[config.mk]
export PLATFORM = sky130hd
export DESIGN_NAME = multicycle_ctrl
export DESIGN_NICKNAME = d
export VERILOG_FILES = /design/src/rtl/mc_ctrl_pkg.sv /design/src/rtl/multicycle_ctrl_op_class.sv /design/src/rtl/multicycle_ctrl.sv
export SDC_FILE = /design/constraint.sdc
export NUM_CORES = 1
export LEC_CHECK = 0
export CAP_MARGIN = 20
export CORE_MARGIN = 2
export CORE_UTILIZATION = 29
export DETAILED_ROUTE_END_ITERATION = 6
export GPL_ROUTABILITY_DRIVEN = 0
export PLACE_DENSITY = 0.66
export SYNTH_ARGS = -nofsm -noshare
export SYNTH_HDL_FRONTEND = slang
export SYNTH_SLANG_ARGS = --single-unit
[constraint.sdc]
create_clock -name clk -period 1.7 [get_ports clk]
set_input_delay 0.255 -clock clk [delete_from_list [all_inputs] [get_ports clk]]
set_output_delay 0.255 -clock clk [all_outputs]
set_load 0.05 [all_outputs]
[src/rtl/mc_ctrl_pkg.sv]
`default_nettype none
// ============================================================================
// Module   : mc_ctrl_pkg
// Purpose  : Shared encodings for the multi-cycle RV32I control path:
//            opcodes, FSM state encodings and datapath mux select codes.
// Revision : 1.0 - initial release
// ============================================================================
package mc_ctrl_pkg;

   // RV32I major opcodes (IR[6:0])
   localparam logic [6:0] OP_R    = 7'b0110011;
   localparam logic [6:0] OP_I    = 7'b0010011;
   localparam logic [6:0] OP_I_LD = 7'b0000011;
   localparam logic [6:0] OP_S    = 7'b0100011;
   localparam logic [6:0] OP_SB   = 7'b1100011;
   localparam logic [6:0] OP_J    = 7'b1101111;
   localparam logic [6:0] OP_J_R  = 7'b1100111;

   // Controller states; the encoding is visible on state_dbg
   typedef enum logic [3:0] {
      ST_FETCH    = 4'd0,
      ST_DECODE   = 4'd1,
      ST_EXEC_R   = 4'd2,
      ST_EXEC_I   = 4'd3,
      ST_MEM_ADDR = 4'd4,
      ST_MEM_RD   = 4'd5,
      ST_MEM_WR   = 4'd6,
      ST_WB_ALU   = 4'd7,
      ST_WB_MEM   = 4'd8,
      ST_BRANCH   = 4'd9,
      ST_JAL      = 4'd10,
      ST_JALR     = 4'd11,
      ST_ILLEGAL  = 4'd12
   } state_t;

   // ALU operand A select
   localparam logic [1:0] ALU_A_PC     = 2'd0;
   localparam logic [1:0] ALU_A_OLDPC  = 2'd1;
   localparam logic [1:0] ALU_A_REG    = 2'd2;

   // ALU operand B select
   localparam logic [1:0] ALU_B_REG    = 2'd0;
   localparam logic [1:0] ALU_B_FOUR   = 2'd1;
   localparam logic [1:0] ALU_B_IMM    = 2'd2;

   // ALU operation class
   localparam logic [1:0] ALUOP_ADD    = 2'b00;
   localparam logic [1:0] ALUOP_BRANCH = 2'b01;
   localparam logic [1:0] ALUOP_FUNCT  = 2'b10;

   // Register write-back select
   localparam logic [1:0] MTR_ALUOUT   = 2'd0;
   localparam logic [1:0] MTR_MDR      = 2'd1;
   localparam logic [1:0] MTR_PC       = 2'd2;

   // PC input select
   localparam logic PCSRC_ALU    = 1'b0;
   localparam logic PCSRC_ALUOUT = 1'b1;

endpackage
`default_nettype wire

[src/rtl/multicycle_ctrl_op_class.sv]
`default_nettype none
// ============================================================================
// Module   : mc_op_class
// Purpose  : Combinational opcode classifier giving the state that follows
//            DECODE. Kept separate so the pipelined hazard unit can reuse it.
// Revision : 1.0 - initial release
// ============================================================================
module mc_op_class
   import mc_ctrl_pkg::*;
(
   input  logic [6:0] opcode,
   output state_t     next_state
);

   // Map each supported major opcode to its first execution state
   always_comb begin
      next_state = ST_ILLEGAL;
      case (opcode)
         OP_R:         next_state = ST_EXEC_R;
         OP_I:         next_state = ST_EXEC_I;
         OP_I_LD,
         OP_S:         next_state = ST_MEM_ADDR;
         OP_SB:        next_state = ST_BRANCH;
         OP_J:         next_state = ST_JAL;
         OP_J_R:       next_state = ST_JALR;
         default:      next_state = ST_ILLEGAL;
      endcase
   end

endmodule
`default_nettype wire

[src/rtl/multicycle_ctrl.sv]
`default_nettype none
// ============================================================================
// Module   : multicycle_ctrl
// Purpose  : Moore control FSM for the multi-cycle RV32I core. Steps the
//            shared ALU, unified memory port and register file through each
//            instruction, with a req/ready handshake on memory.
// Options  : MCCTRL_ILLEGAL_TRAP_EN - ILLEGAL becomes a sink state that drives
//            illegal_instr; otherwise an illegal opcode behaves as a NOP.
// Revision : 1.0 - initial release
// ============================================================================
module multicycle_ctrl
   import mc_ctrl_pkg::*;
(
   input  logic       clk,
   input  logic       rst_n,
   input  logic [6:0] opcode,
   input  logic       mem_ready,
   output logic       mem_req,
   output logic       mem_we,
   output logic       iord,
   output logic       ir_write,
   output logic       pc_write,
   output logic       pc_write_cond,
   output logic       pc_src,
   output logic [1:0] alu_src_a,
   output logic [1:0] alu_src_b,
   output logic [1:0] aluop,
   output logic       regwrite,
   output logic [1:0] memtoreg,
`ifdef MCCTRL_ILLEGAL_TRAP_EN
   output logic       illegal_instr,
`endif
   output logic [3:0] state_dbg
);

   state_t r_state;
   state_t w_next;
   state_t w_decode_next;

   mc_op_class u_op_class (
      .opcode     (opcode),
      .next_state (w_decode_next)
   );

   // State register; reset returns the sequencer to FETCH
   always_ff @(posedge clk) begin
      if (!rst_n) begin
         r_state <= ST_FETCH;
      end else begin
         r_state <= w_next;
      end
   end

   // Next-state and Moore outputs; reset blanks every output combinationally
   // so an outstanding memory request drops in the same cycle
   always_comb begin
      w_next        = r_state;
      mem_req       = 1'b0;
      mem_we        = 1'b0;
      iord          = 1'b0;
      ir_write      = 1'b0;
      pc_write      = 1'b0;
      pc_write_cond = 1'b0;
      pc_src        = PCSRC_ALU;
      alu_src_a     = ALU_A_PC;
      alu_src_b     = ALU_B_REG;
      aluop         = ALUOP_ADD;
      regwrite      = 1'b0;
      memtoreg      = MTR_ALUOUT;
`ifdef MCCTRL_ILLEGAL_TRAP_EN
      illegal_instr = 1'b0;
`endif
      state_dbg     = r_state;

      case (r_state)
         ST_FETCH: begin
            mem_req   = 1'b1;
            alu_src_b = ALU_B_FOUR;
            // IR load and PC+4 happen only in the cycle the fetch completes
            ir_write  = mem_ready;
            pc_write  = mem_ready;
            if (mem_ready) begin
               w_next = ST_DECODE;
            end
         end
         ST_DECODE: begin
            alu_src_a = ALU_A_OLDPC;
            alu_src_b = ALU_B_IMM;
            w_next    = w_decode_next;
         end
         ST_EXEC_R: begin
            alu_src_a = ALU_A_REG;
            aluop     = ALUOP_FUNCT;
            w_next    = ST_WB_ALU;
         end
         ST_EXEC_I: begin
            alu_src_a = ALU_A_REG;
            alu_src_b = ALU_B_IMM;
            aluop     = ALUOP_FUNCT;
            w_next    = ST_WB_ALU;
         end
         ST_MEM_ADDR: begin
            alu_src_a = ALU_A_REG;
            alu_src_b = ALU_B_IMM;
            // Only loads and stores reach here, so anything not a store reads
            w_next    = (opcode == OP_S) ? ST_MEM_WR : ST_MEM_RD;
         end
         ST_MEM_RD: begin
            mem_req = 1'b1;
            iord    = 1'b1;
            if (mem_ready) begin
               w_next = ST_WB_MEM;
            end
         end
         ST_MEM_WR: begin
            mem_req = 1'b1;
            mem_we  = 1'b1;
            iord    = 1'b1;
            if (mem_ready) begin
               w_next = ST_FETCH;
            end
         end
         ST_WB_ALU: begin
            regwrite = 1'b1;
            w_next   = ST_FETCH;
         end
         ST_WB_MEM: begin
            regwrite = 1'b1;
            memtoreg = MTR_MDR;
            w_next   = ST_FETCH;
         end
         ST_BRANCH: begin
            alu_src_a     = ALU_A_REG;
            aluop         = ALUOP_BRANCH;
            pc_write_cond = 1'b1;
            pc_src        = PCSRC_ALUOUT;
            w_next        = ST_FETCH;
         end
         ST_JAL: begin
            regwrite = 1'b1;
            memtoreg = MTR_PC;
            pc_write = 1'b1;
            pc_src   = PCSRC_ALUOUT;
            w_next   = ST_FETCH;
         end
         ST_JALR: begin
            alu_src_a = ALU_A_REG;
            alu_src_b = ALU_B_IMM;
            pc_write  = 1'b1;
            regwrite  = 1'b1;
            memtoreg  = MTR_PC;
            w_next    = ST_FETCH;
         end
         ST_ILLEGAL: begin
`ifdef MCCTRL_ILLEGAL_TRAP_EN
            illegal_instr = 1'b1;
            w_next        = ST_ILLEGAL;
`else
            // PC was already advanced in FETCH, so simply move on
            w_next        = ST_FETCH;
`endif
         end
         default: begin
            w_next = ST_FETCH;
         end
      endcase

      if (!rst_n) begin
         mem_req       = 1'b0;
         mem_we        = 1'b0;
         iord          = 1'b0;
         ir_write      = 1'b0;
         pc_write      = 1'b0;
         pc_write_cond = 1'b0;
         pc_src        = 1'b0;
         alu_src_a     = 2'd0;
         alu_src_b     = 2'd0;
         aluop         = 2'd0;
         regwrite      = 1'b0;
         memtoreg      = 2'd0;
`ifdef MCCTRL_ILLEGAL_TRAP_EN
         illegal_instr = 1'b0;
`endif
         state_dbg     = ST_FETCH;
         w_next        = ST_FETCH;
      end
   end

endmodule
`default_nettype wire

==> results by group, run 1 <==
Cells and area
  • Max reg flops: 4
  • Seq. cell area: 90.1 um^2
  • Multi-input logic area: 492 um^2
  • Nets: roughly 130
  • Fill cells: 161
  • Share of layout cells above drive strength 1: roughly 50%
  • Final Util: 62.3%
  • Ant. Diodes: 0
  • Most flops, register: r_state
  • Design Area, Final: 1230 um^2
  • Layout overhead on the synthesized area: 101%
  • Top Registers: r_state x4

Setup path
  • Critical Path AT: 1.42 ns
  • CP max-delay cell: clkdlybuf4s50_1
  • Worst Path Required: about 1.4 ns
  • Crit Path Class: input pin to output port
  • Startpoint class of the critical path: input pin
  • CP Max Fanout: 3
  • Crit path cell chain: clkdlybuf4s50_1, inv_1, nor4_4, or2_4, buf_12
  • R2R setup slack: 0.27 ns
  • Critical Path End Type: output port
  • Delay of the slowest critical-path stage: approximately 0.48 ns

Clock tree
  • Total number of H-tree levels: 1
  • Clk buf depth: 2
  • Clk slew on worst S/H paths: 0.04 ns
  • Clk Latency, worst-skew pair: 0.23 ns
  • TritonCTS Sinks: 4
  • Num CTS Buffers: 3
  • Root Driver: clkbuf_4
  • CTS tree: done

Placement
  • DP Area: approximately 1200 um^2
  • Post-Place Setup Slack: -0.113 ns
  • IO buf count: 29
  • Post-DP HPWL: 1550 um

Floorplan
  • Initial Util: 31.1%
  • Die footprint: 2510 um^2
  • Chip width: 50.1 um
  • Io pins: 30
  • Die height: around 50 um
  • FP Rows: 16
  • Core area: roughly 2000 um^2

Logic synthesis
  • Post-synth top flop: dfxtp_1
  • Syn Area/Cell: 7.33 um^2
  • Mapped Nets: 94
  • Synth unique cells: 36
  • Syn Inst Count: 84
  • Post-synthesis sequential element count: 4
  • Yosys warns: 0
  • EDFF count, synth: 0
  • Post-synthesis async set-or-reset flop share: 0%
  • Sequential-to-total area share from yosys stat: 13.0%
  • Netlist Area Pre-Place: 616 um^2

Global route
  • Initial antenna violation count: 0
  • Largest net degree at the start of global routing: 15
  • First-pass GRT wire length: 3020 um
  • GR Util All Layers: 15.3%
  • GR Overflow Total: 0
  • Number of global-route vias before repair: 720

STA
  • Worst Skew: 0.00126 ns
  • Hold_ws: 0.662 ns
  • Period minus WS final: 1.67 ns
  • Worst slew margin: 78.4%
  • RSZ-0062 raised after global routing: true
  • Setup violators final: 0
  • Final Hold Vio Count: 0
  • Pin slew with the least headroom to its limit: roughly 0.32 ns
  • Fmax achieved: 598 MHz
  • PnR worst setup slack: 0.0281 ns
  • Period utilisation layout: around 100%
  • Final Max Slew Viols: 0

Drt
  • Via count: 727
  • Initial detailed-routing violation count: 2
  • Post-route ant nets: 0
  • DR WL/cell: between 10 and 15 um
  • Initial DRT Pass Iterations: 3
  • Routed WL: 1760 um
  • Drt drc: 0
  • Post-DR vias/cell: 4.91

Power
  • Leak: 0.481 nW
  • VDD IR max: approximately 0.00050 V
  • PwrDens: ~540 nW/um^2

Outcome
  • Outcome: completed

Flow run
  • Max Cap Viol: 0

Worst hold path
  • Hold crit path type: register to register
## worst paths after layout
kind / from / endpoint / cells after the start
max: mem_ready / pc_write / 5
min: r_state[0] / r_state[3] / 3
max reg2reg: r_state[2] / r_state[2] / 4
min reg2reg: r_state[0] / r_state[3] / 3
## cell usage after synthesis (all sizes together), types with 3 or more instances
| master | number | area share (%) |
|---|---|---|
| and2 | 6 | 6.1 |
| buf | 7 | 9.1 |
| dfxtp | 4 | 13 |
| inv | 6 | 3.7 |
| nand2 | 6 | 4.1 |
| nand2b | 5 | 7.5 |
| nand3b | 3 | 3.7 |
| nor2 | 13 | 8.3 |
| nor3 | 5 | 5.9 |
| o21ai | 4 | 3.3 |
| o22ai | 4 | 5.1 |
## report_power, final
group,internal (mW),switching [mW]
Sequential,0.104,0.0223
Combinational,0.205,0.219
Clock,0.0787,0.0346
Total,0.388,0.276
## stage by stage
step | TNS [ns] | cells | power (mW)
after floorplan | -0.717 | 84 | 0.375
after global placement | -0.139 | 143 | 0.528
after detailed placement | -0.626 | 143 | 0.535
after CTS | 0 | 146 | 0.656
after global routing | -0.0352 | 148 | 0.704
final | 0 | 148 | 0.664
## worst max-delay path, delay by kind of cell
family	cells	cell delay (ns)
buffers and inverters	3	0.69
AND/OR/NAND/NOR	2	0.46
## placed cells by master (no fill, tap or decap), types with 3 or more instances in the layout
cell type / instances
inv_1: 5
o21ai_0: 4
clkdlybuf4s50_1: 8
nor2_1: 6
and2_1: 5
nand2b_1: 3
o22ai_1: 3
buf_4: 14
nand3b_1: 3
nand2_1: 5
nor2_2: 6
buf_12: 19
clkbuf_4: 3
## per-layer routing
metal	vias to the layer above	track usage [%]	wire, um
li1	370	-	-
met1	328	15.1	668
met2	29	31.6	965
met3	0	3.03	121
met4	0	2.78	0
met5	-	0	0
## what timing repair did
item,in CTS,in global routing
endpoints found under the setup margin,13,6
resized for setup,4,8
hold buffers,0,0
pin swaps,0,4
buffers inserted,0,2
hold endpoints to repair,0,0
## area by class of cell
| class | count | share of cell area [%] |
|---|---|---|
| multi-input combinational | 66 | 39.8 |
| timing repair buffer | 42 | 46.5 |
| clock buffer | 3 | 1.82 |
| inverter | 6 | 1.82 |
| sequential | 4 | 7.29 |
| tap | 27 | 2.74 |
## kinds of logic (layout without fill, tap and decap cells)
group	Yosys count	after routing	share of synthesized area [%]
buf+inv	14	51	14.0
simple gates	46	46	46.3
flops	4	4	13.0
xor+xnor	1	1	1.42
compound gates	18	18	23.6
mux	1	1	1.63
Note: power is estimated with default switching activity, not from simulation.
==> inputs of run 2 (changes only) <==
--- a/config.mk
+++ b/config.mk
@@ -8,6 +8,7 @@
 export CAP_MARGIN = 20
 export CORE_MARGIN = 2
 export CORE_UTILIZATION = 29
+export CTS_CLUSTER_DIAMETER = 30
 export DETAILED_ROUTE_END_ITERATION = 6
 export GPL_ROUTABILITY_DRIVEN = 0
 export PLACE_DENSITY = 0.66
==> results of run 2 <==
No change in the layout: final DEF, timing and power equal those of run 1.
==> inputs of run 3 (changes only) <==
--- a/config.mk
+++ b/config.mk
@@ -10,8 +10,9 @@
 export CORE_UTILIZATION = 29
 export CTS_CLUSTER_DIAMETER = 30
 export DETAILED_ROUTE_END_ITERATION = 6
+export DONT_BUFFER_PORTS = 1
 export GPL_ROUTABILITY_DRIVEN = 0
-export PLACE_DENSITY = 0.66
+export PLACE_DENSITY = 0.48
 export SYNTH_ARGS = -nofsm -noshare
 export SYNTH_HDL_FRONTEND = slang
 export SYNTH_SLANG_ARGS = --single-unit
==> results by group, run 3 (same netlist as run 1, synthesis figures left out) <==
Cells and area
  • Most flops, register: r_state
  • Top Registers: r_state x4
  • Share of layout cells above drive strength 1: 46.0% (-5.2 points)
  • Seq. cell area: 86.3 um^2 (-4.2%)
  • Fill cells: 204 (+27%)
  • Multi-input logic area: 484 um^2 (-1.5%)
  • Nets: 112 (-16%)
  • Ant. Diodes: 0 (unchanged)
  • Design Area, Final: 915 um^2 (-26%)
  • Max reg flops: 4 (unchanged)
  • Layout overhead on the synthesized area: 48.6%
  • Most common cell after layout, fill and taps aside: buf_4
  • Final cell count without fillers: 127 (-14%)
  • Final Util: 46.1% (-16 points)
  • Commonest non-fill, non-tap cells in the layout: 11 x buf_4, 8 x buf_12, 7 x nor2_1

Global route
  • Largest net degree at the start of global routing: 12 (-3)
  • Number of global-route vias before repair: 585 (-19%)
  • GR Overflow Total: 0 (unchanged)
  • First-pass GRT wire length: 2650 um (-12%)
  • GR Util All Layers: 13.8% (-1.4 points)
  • Initial antenna violation count: 0 (unchanged)

Outcome
  • Outcome: completed

Setup path
  • CP Max Fanout: 11 (+8)
  • Most frequent CP cell: or2_4
  • Worst Path Required: 1.44 ns (about the same)
  • Delay of the slowest critical-path stage: 0.39 ns (-0.09 ns)
  • R2R setup slack: 0.28 ns (about the same)
  • Top delay family on crit path: simple AND/OR/NAND/NOR gates
  • Critical Path AT: 1.41 ns (about the same)
  • Worst reg2reg path depth: 4 (unchanged)
  • RR Endpoint: r_state[2]
  • Crit Path Class: register to output port
  • Worst reg2reg startpoint: r_state[2]
  • Worst path bufs/invs: 0 (-3)
  • Critical Path End Type: output port
  • Crit path cell chain: or2_4, nor4_4, or2_4
  • CP max-delay cell: dfxtp_4
  • Startpoint class of the critical path: register

Clock tree
  • Num CTS Buffers: 3 (unchanged)
  • Post-CTS setup buffers: 0 (unchanged)
  • Clk slew on worst S/H paths: 0.03 ns (about the same)
  • TritonCTS Sinks: 4 (unchanged)
  • Root Driver: clkbuf_4
  • Clk buf depth: 2 (unchanged)
  • Total number of H-tree levels: 1 (unchanged)
  • Clk Latency, worst-skew pair: 0.24 ns (about the same)
  • CTS tree: done

STA
  • Setup TNS: 0 ns (unchanged)
  • Worst slew margin: 67.6% (-11 points)
  • Fmax achieved: 602 MHz (+0.71%)
  • Worst Skew: 0.00865 ns (+0.00739 ns)
  • Final Max Slew Viols: 0 (unchanged)
  • Pin slew with the least headroom to its limit: 0.490 ns (+0.167 ns)
  • Hold_ws: 0.152 ns (-0.510 ns)
  • Final Hold Vio Count: 0 (unchanged)
  • Period minus WS final: 1.66 ns (-0.0118 ns)
  • Setup violators final: 0 (unchanged)
  • RSZ-0062 raised after global routing: true
  • Period utilisation layout: 97.7% (-0.69 points)

Drt
  • Initial detailed-routing violation count: 12 (+10)
  • Via count: 634 (-13%)
  • Drt drc: 0 (unchanged)
  • Routed WL: 1620 um (-7.5%)
  • Post-route ant nets: 0 (unchanged)
  • Post-DR vias/cell: 4.99 (+1.6%)
  • DR WL/cell: 12.8 um (+7.8%)
  • Initial DRT Pass Iterations: 6 (+3)

Floorplan
  • Core area: 1980 um^2 (unchanged)
  • Io pins: 30 (unchanged)
  • FP Rows: 16 (unchanged)
  • Die footprint: 2510 um^2 (unchanged)
  • Chip width: 50.1 um (unchanged)
  • Die height: 50.1 um (unchanged)
  • Initial Util: 31.1% (unchanged)

Worst hold path
  • Hold crit path type: input pin to register
  • Hold Startpoint: opcode[3]
  • WHS Path Cells: 1 (-2)
  • Hold worst-path end: r_state[0]

Power
  • PwrDens: 637 nW/um^2 (+18%)
  • Leak: 0.350 nW (-27%)
  • VDD IR max: 0.000433 V (-13%)

Placement
  • Cells after DPL: 124 (-13%)
  • DP Area: 870 um^2 (-26%)
  • Post-DP HPWL: 1280 um (-17%)
  • IO buf count: 0 (-100%)

Flow run
  • Max Cap Viol: 0 (unchanged)
run 3: worst register-to-register path, delay by kind of cell, from the launching register on:
| kind | cells | cell delay, ns |
|---|---|---|
| flops | 1 | 0.36 |
| simple gates | 1 | 0.37 |
| compound gates | 2 | 0.39 |
| buf+inv | 1 | 0.18 |
run 3: what timing repair did:
action	CTS	global route
pin swaps	3	1
setup endpoints to repair	8	3
resized for setup	7	0
hold buffers	0	0
run 3: through the flow:
step | setup WS, ns | power, mW
6_report | 0.0399 | 0.582
3_5_place_dp | 0.173 | 0.457
3_3_place_gp | 0.167 | 0.454
4_1_cts | 0.0112 | 0.589
2_1_floorplan | -0.327 | 0.375
5_1_grt | -0.0310 | 0.616
run 3: how the worst max path moves through the flow:
stage / cells past startpoint / end / slack [ns] / start
2_1_floorplan: 5 / pc_write / -0.33 / r_state[0]
3_3_place_gp: 6 / mem_req / 0.17 / r_state[1]
3_5_place_dp: 6 / mem_req / 0.17 / r_state[1]
4_1_cts: 3 / pc_write / 0.01 / r_state[0]
5_1_grt: 6 / mem_req / -0.03 / r_state[1]
6_report: 3 / pc_write / 0.04 / r_state[0]
run 3: power breakdown:
part | internal, mW | switching, mW
logic | 0.139 | 0.196
registers | 0.104 | 0.0240
clock network | 0.0791 | 0.0410
run 3: final cells by class:
class,count,share of cell area [%]
Tap cell,27,3.69
Inverter,6,2.46
Multi-Input combinational cell,66,52.9
Clock buffer,3,2.46
Sequential cell,4,9.44
Timing Repair Buffer,21,29.0
run 3: layer usage:
layer  share of wire, %  vias to the layer above  GRT usage [%]  routed length [um]
li1                   -                      329              -                   -
met1                 47                      277           17.6                 757
met5                  0                        -              0                   0
met3                8.4                        0           5.15                 136
met2                 45                       28           19.7                 729
met4                  0                        0           7.87                   0
==> variant 1, RTL diff (settings of run 2) <==
Add a define of `MCCTRL_ILLEGAL_TRAP_EN`.
--- a/src/rtl/multicycle_ctrl.sv
+++ b/src/rtl/multicycle_ctrl.sv
@@ -10,2 +10,4 @@
 // ============================================================================
+`define MCCTRL_ILLEGAL_TRAP_EN
+
 module multicycle_ctrl
Function (old outputs only; new: illegal_instr): changed (a bounded check fails within 4 cycles, from zero or initial values and one cycle with rst_n low).
==> variant 1 against run 2 <==
Worst setup slack is essentially flat; sequential cell count stayed put; routed wire length up 39%; count of clock-buffer cells in the layout did not move; area after synthesis shrank 3.0%; cell count increased by 14%; final area is 24% higher; critical path depth stayed put; die area decreased by 2.8%; first-iteration DRC count grew to 14 times the old value.
Power is not compared: it rests on default switching activity, and its combinational part moved more than twofold at a synthesized area within 25%.
==> variant 1: results <==
set metrics [dict create \
    synthTopCellsByCount "8 x nor3_1, 7 x nand2_1, 6 x nand2b_1" \
    fin_skew_ns 0.004859 \
    drt-total-wl_um 2436 \
    reg2reg_slack_ns 0.13 \
    dpl_cell_area_sq_mm 0.001390 \
    grt_use_met2 0.3626 \
    min-delay-start "rst_n" \
    slowest_delay_ns 0.39 \
    path_max_fanout 13 \
    yosys.area_share.adder 0.01677 \
    ys_seq_area_frac 0.1342 \
    cp_slowest_cell "dfxtp_4" \
    use_met1 0.1840 \
    final.fill_count 137 \
    layout-drive-gt1-share 0.6454 \
    initialDrtViolationCount 27 \
    grt_pass1_vias 842 \
    status "complete, no violations" \
    crit_start "r_state[3]" \
    hold_path_class "input port to register" \
    reg2reg_to "r_state[0]" \
    crit_end "regwrite" \
    synth_compound_area_frac 0.2138 \
    top_layer "met4" \
    portBuffers 30 \
]
variant 1: metrics by stage:
| step | total power [uW] | std cells | worst slack [ns] | hold slack (ns) | utilization |
|---|---|---|---|---|---|
| floorplan | 1176 | 80 | -0.3536 | 0.4126 | - |
| global placement | 1845 | 158 | -0.2170 | 0.5922 | 0.7159 |
| detailed placement | 1885 | 158 | -0.2749 | 0.6077 | 0.7159 |
| CTS | 2098 | 163 | -0.002795 | 0.5402 | 0.7519 |
| global route | 2323 | 168 | -0.02061 | 0.5659 | 0.7861 |
| finish | 2235 | 168 | 0.02769 | 0.5582 | 0.7861 |
variant 1: what timing repair did:
item                                    CTS  global route
endpoints found under the setup margin   20             6
gates cloned                              0             0
setup buffers                             2             6
endpoints found under the hold margin     0             0
resized for setup                        13             7
pin swaps                                 5             2
variant 1: layout make-up:
cell class,instances,area (sq um),share of cell area
inverters,5,18.77,0.01230
repair buffers,63,767.0,0.5025
flip-flops and latches,4,95.09,0.06230
well taps,27,33.78,0.02213
multi-input cells,66,589.3,0.3861
clock buffers,3,22.52,0.01475
variant 1: logic make-up after synthesis:
| family | after synthesis |
|---|---|
| AO/OA/AOI/OAI | 15 |
| XOR/XNOR | 1 |
| AND/OR/NAND/NOR | 48 |
| multiplexers | 1 |
| adder cells (fa/ha/maj) | 1 |
| buffers and inverters | 10 |
| flip-flops | 4 |
variant 1: tightest hold or removal path, delay by kind of cell:
| kind | cells | cell delay, ns |
|---|---|---|
| compound gates | 1 | 0.04 |
| simple gates | 1 | 0.15 |
| buf+inv | 1 | 0.30 |
variant 1: power by group through the flow:
stage	Sequential, uW	Clock (uW)	Combinational [uW]
5_1_grt	288	132	1900
4_1_cts	278	115	1700
2_1_floorplan	202	0	974
6_report	281	117	1840
3_3_place_gp	263	0	1580
3_5_place_dp	264	0	1620
==> variant 2, RTL diff (config.mk and constraints of run 2) <==
Without the edit above. Make the reset (`rst_n`) asynchronous in one clocked block.
--- a/src/rtl/multicycle_ctrl.sv
+++ b/src/rtl/multicycle_ctrl.sv
@@ -45,3 +45,3 @@
    // State register; reset returns the sequencer to FETCH
-   always_ff @(posedge clk) begin
+   always_ff @(posedge clk or negedge rst_n) begin
       if (!rst_n) begin
Function: no difference found for any inputs over 10 cycles, from zero or initial values and one cycle with rst_n low; that may be too few to reach the edited logic, so the function may still have changed.
==> variant 2 against run 2 <==
Final area is 13% higher; worst hold slack worse by 0.57 ns; sequential cell count stayed put; worst setup slack worse by 0.16 ns; routed wire length is 14% higher; the flow now finishes with violations (negative setup slack); area after synthesis is 3.5% lower; power is 9.4% higher; critical path depth stayed put.
==> variant 2: results <==
set metrics [dict create \
    fin_skew_ns 0.0003763 \
    p_int_uw 442.3 \
    worstPathArrival_ns 1.57 \
    track_usage 0.1723 \
    hold_path_class "input port to asynchronous set/reset pin" \
    p_sw_uw 284.7 \
    synthesis.nets 90 \
    final.fill_count 145 \
    slowest_delay_ns 0.42 \
    clockNetworkAreaShare 0.01613 \
    layout-drive-gt1-share 0.5455 \
    status "finished with violations" \
    n_all_inverters 2 \
    crit_family "simple AND/OR/NAND/NOR gates" \
    grt_pass1_vias 782 \
    multi_input_area_share 0.3737 \
    failed_checks "negative setup slack" \
    routed_via_density 4.868 \
    synthTopCellsByCount "7 x nor2_1, 5 x nor3_1, 5 x o21ai_0" \
    yosysUniqueCellTypes 39 \
    ys_seq_area_frac 0.1684 \
    initialDrtViolationCount 11 \
    finalSetupViolCount 4 \
    grt_pass1_wl_um 3353 \
    setup_ws_ns -0.1296 \
    dp_hpwl_um 1413 \
    synth_cells 80 \
    wl_per_cell_um 12.60 \
    synth_ff_type "dfrtp_1" \
    path_max_fanout 2 \
    synthTopCellsByArea "dfrtp_1 17%, nor2_1 4.4%, and2_1 4.2%, nand2b_1 4.2%, nor2b_1 4.2%" \
    drt-total-wl_um 2003 \
    synthArstFlopShare 1.000 \
    placed_cells 145 \
    drtPass1Iterations 4 \
    leakagePower_uw 0.0005944 \
    place_ws_ns -0.2977 \
    final_nets 144 \
    n_all_buffers 57 \
    fin_area_sq_mm 0.001396 \
    fin_tns_setup_ns -0.3497 \
    slew_headroom 0.8001 \
]
[variant 2: changes by cell type in the layout (fill, tap and decap cells not counted), sizes merged, moves of 3 or more]
cell / before / now
buf: 33 / 48
dfrtp: 0 / 4
dfxtp: 4 / 0
inv: 6 / 2
nand2: 6 / 2
nor2: 13 / 7
nor2b: 1 / 4
o22ai: 4 / 0
[variant 2: worst paths after layout]
kind / startpoint / end / slack, ns / cells after the start
worst max-delay path: r_state[3] / pc_write / -0.13 / 5
worst min-delay path: rst_n / r_state[3] / 0.09 / 2
worst max register to register: r_state[1] / r_state[1] / 0.12 / 6
worst min register to register: r_state[1] / r_state[3] / 0.76 / 2
max in group asynchronous: rst_n / r_state[1] / 1.44 / 2
min in group clk: opcode[1] / r_state[2] / 0.71 / 3
[variant 2: worst reg2reg max path: cells and delay by family, from the launching register on]
kind                   cells  cell delay, ns
AO/OA/AOI/OAI              3            0.51
buffers and inverters      3            0.47
flip-flops                 1            0.46
[variant 2: layer usage]
metal	vias to the layer above	GRT usage	wire length, um
li1	394	-	-
met1	363	0.2083	851
met2	17	0.3288	1099
met3	0	0.003067	52
met4	0	0.04762	0
met5	-	0	0
[variant 2: what timing repair did]
action | CTS | global route
hold buffers | 0 | 0
endpoints found under the setup margin | 16 | 12
gates cloned | 0 | 0
pin swaps | 6 | 2
resized for setup | 11 | 6
buffers inserted | 9 | 2
[variant 2: cells by family (layout without fill, tap and decap cells)]
logic type / count (synthesis) / count (layout) / share of synthesized area
AO/OA/AOI/OAI: 19 / 19 / 0.2231
XOR/XNOR: 1 / 1 / 0.01474
buffers and inverters: 10 / 62 / 0.09054
flip-flops: 4 / 4 / 0.1684
AND/OR/NAND/NOR: 44 / 44 / 0.4695
multiplexers: 2 / 2 / 0.03369
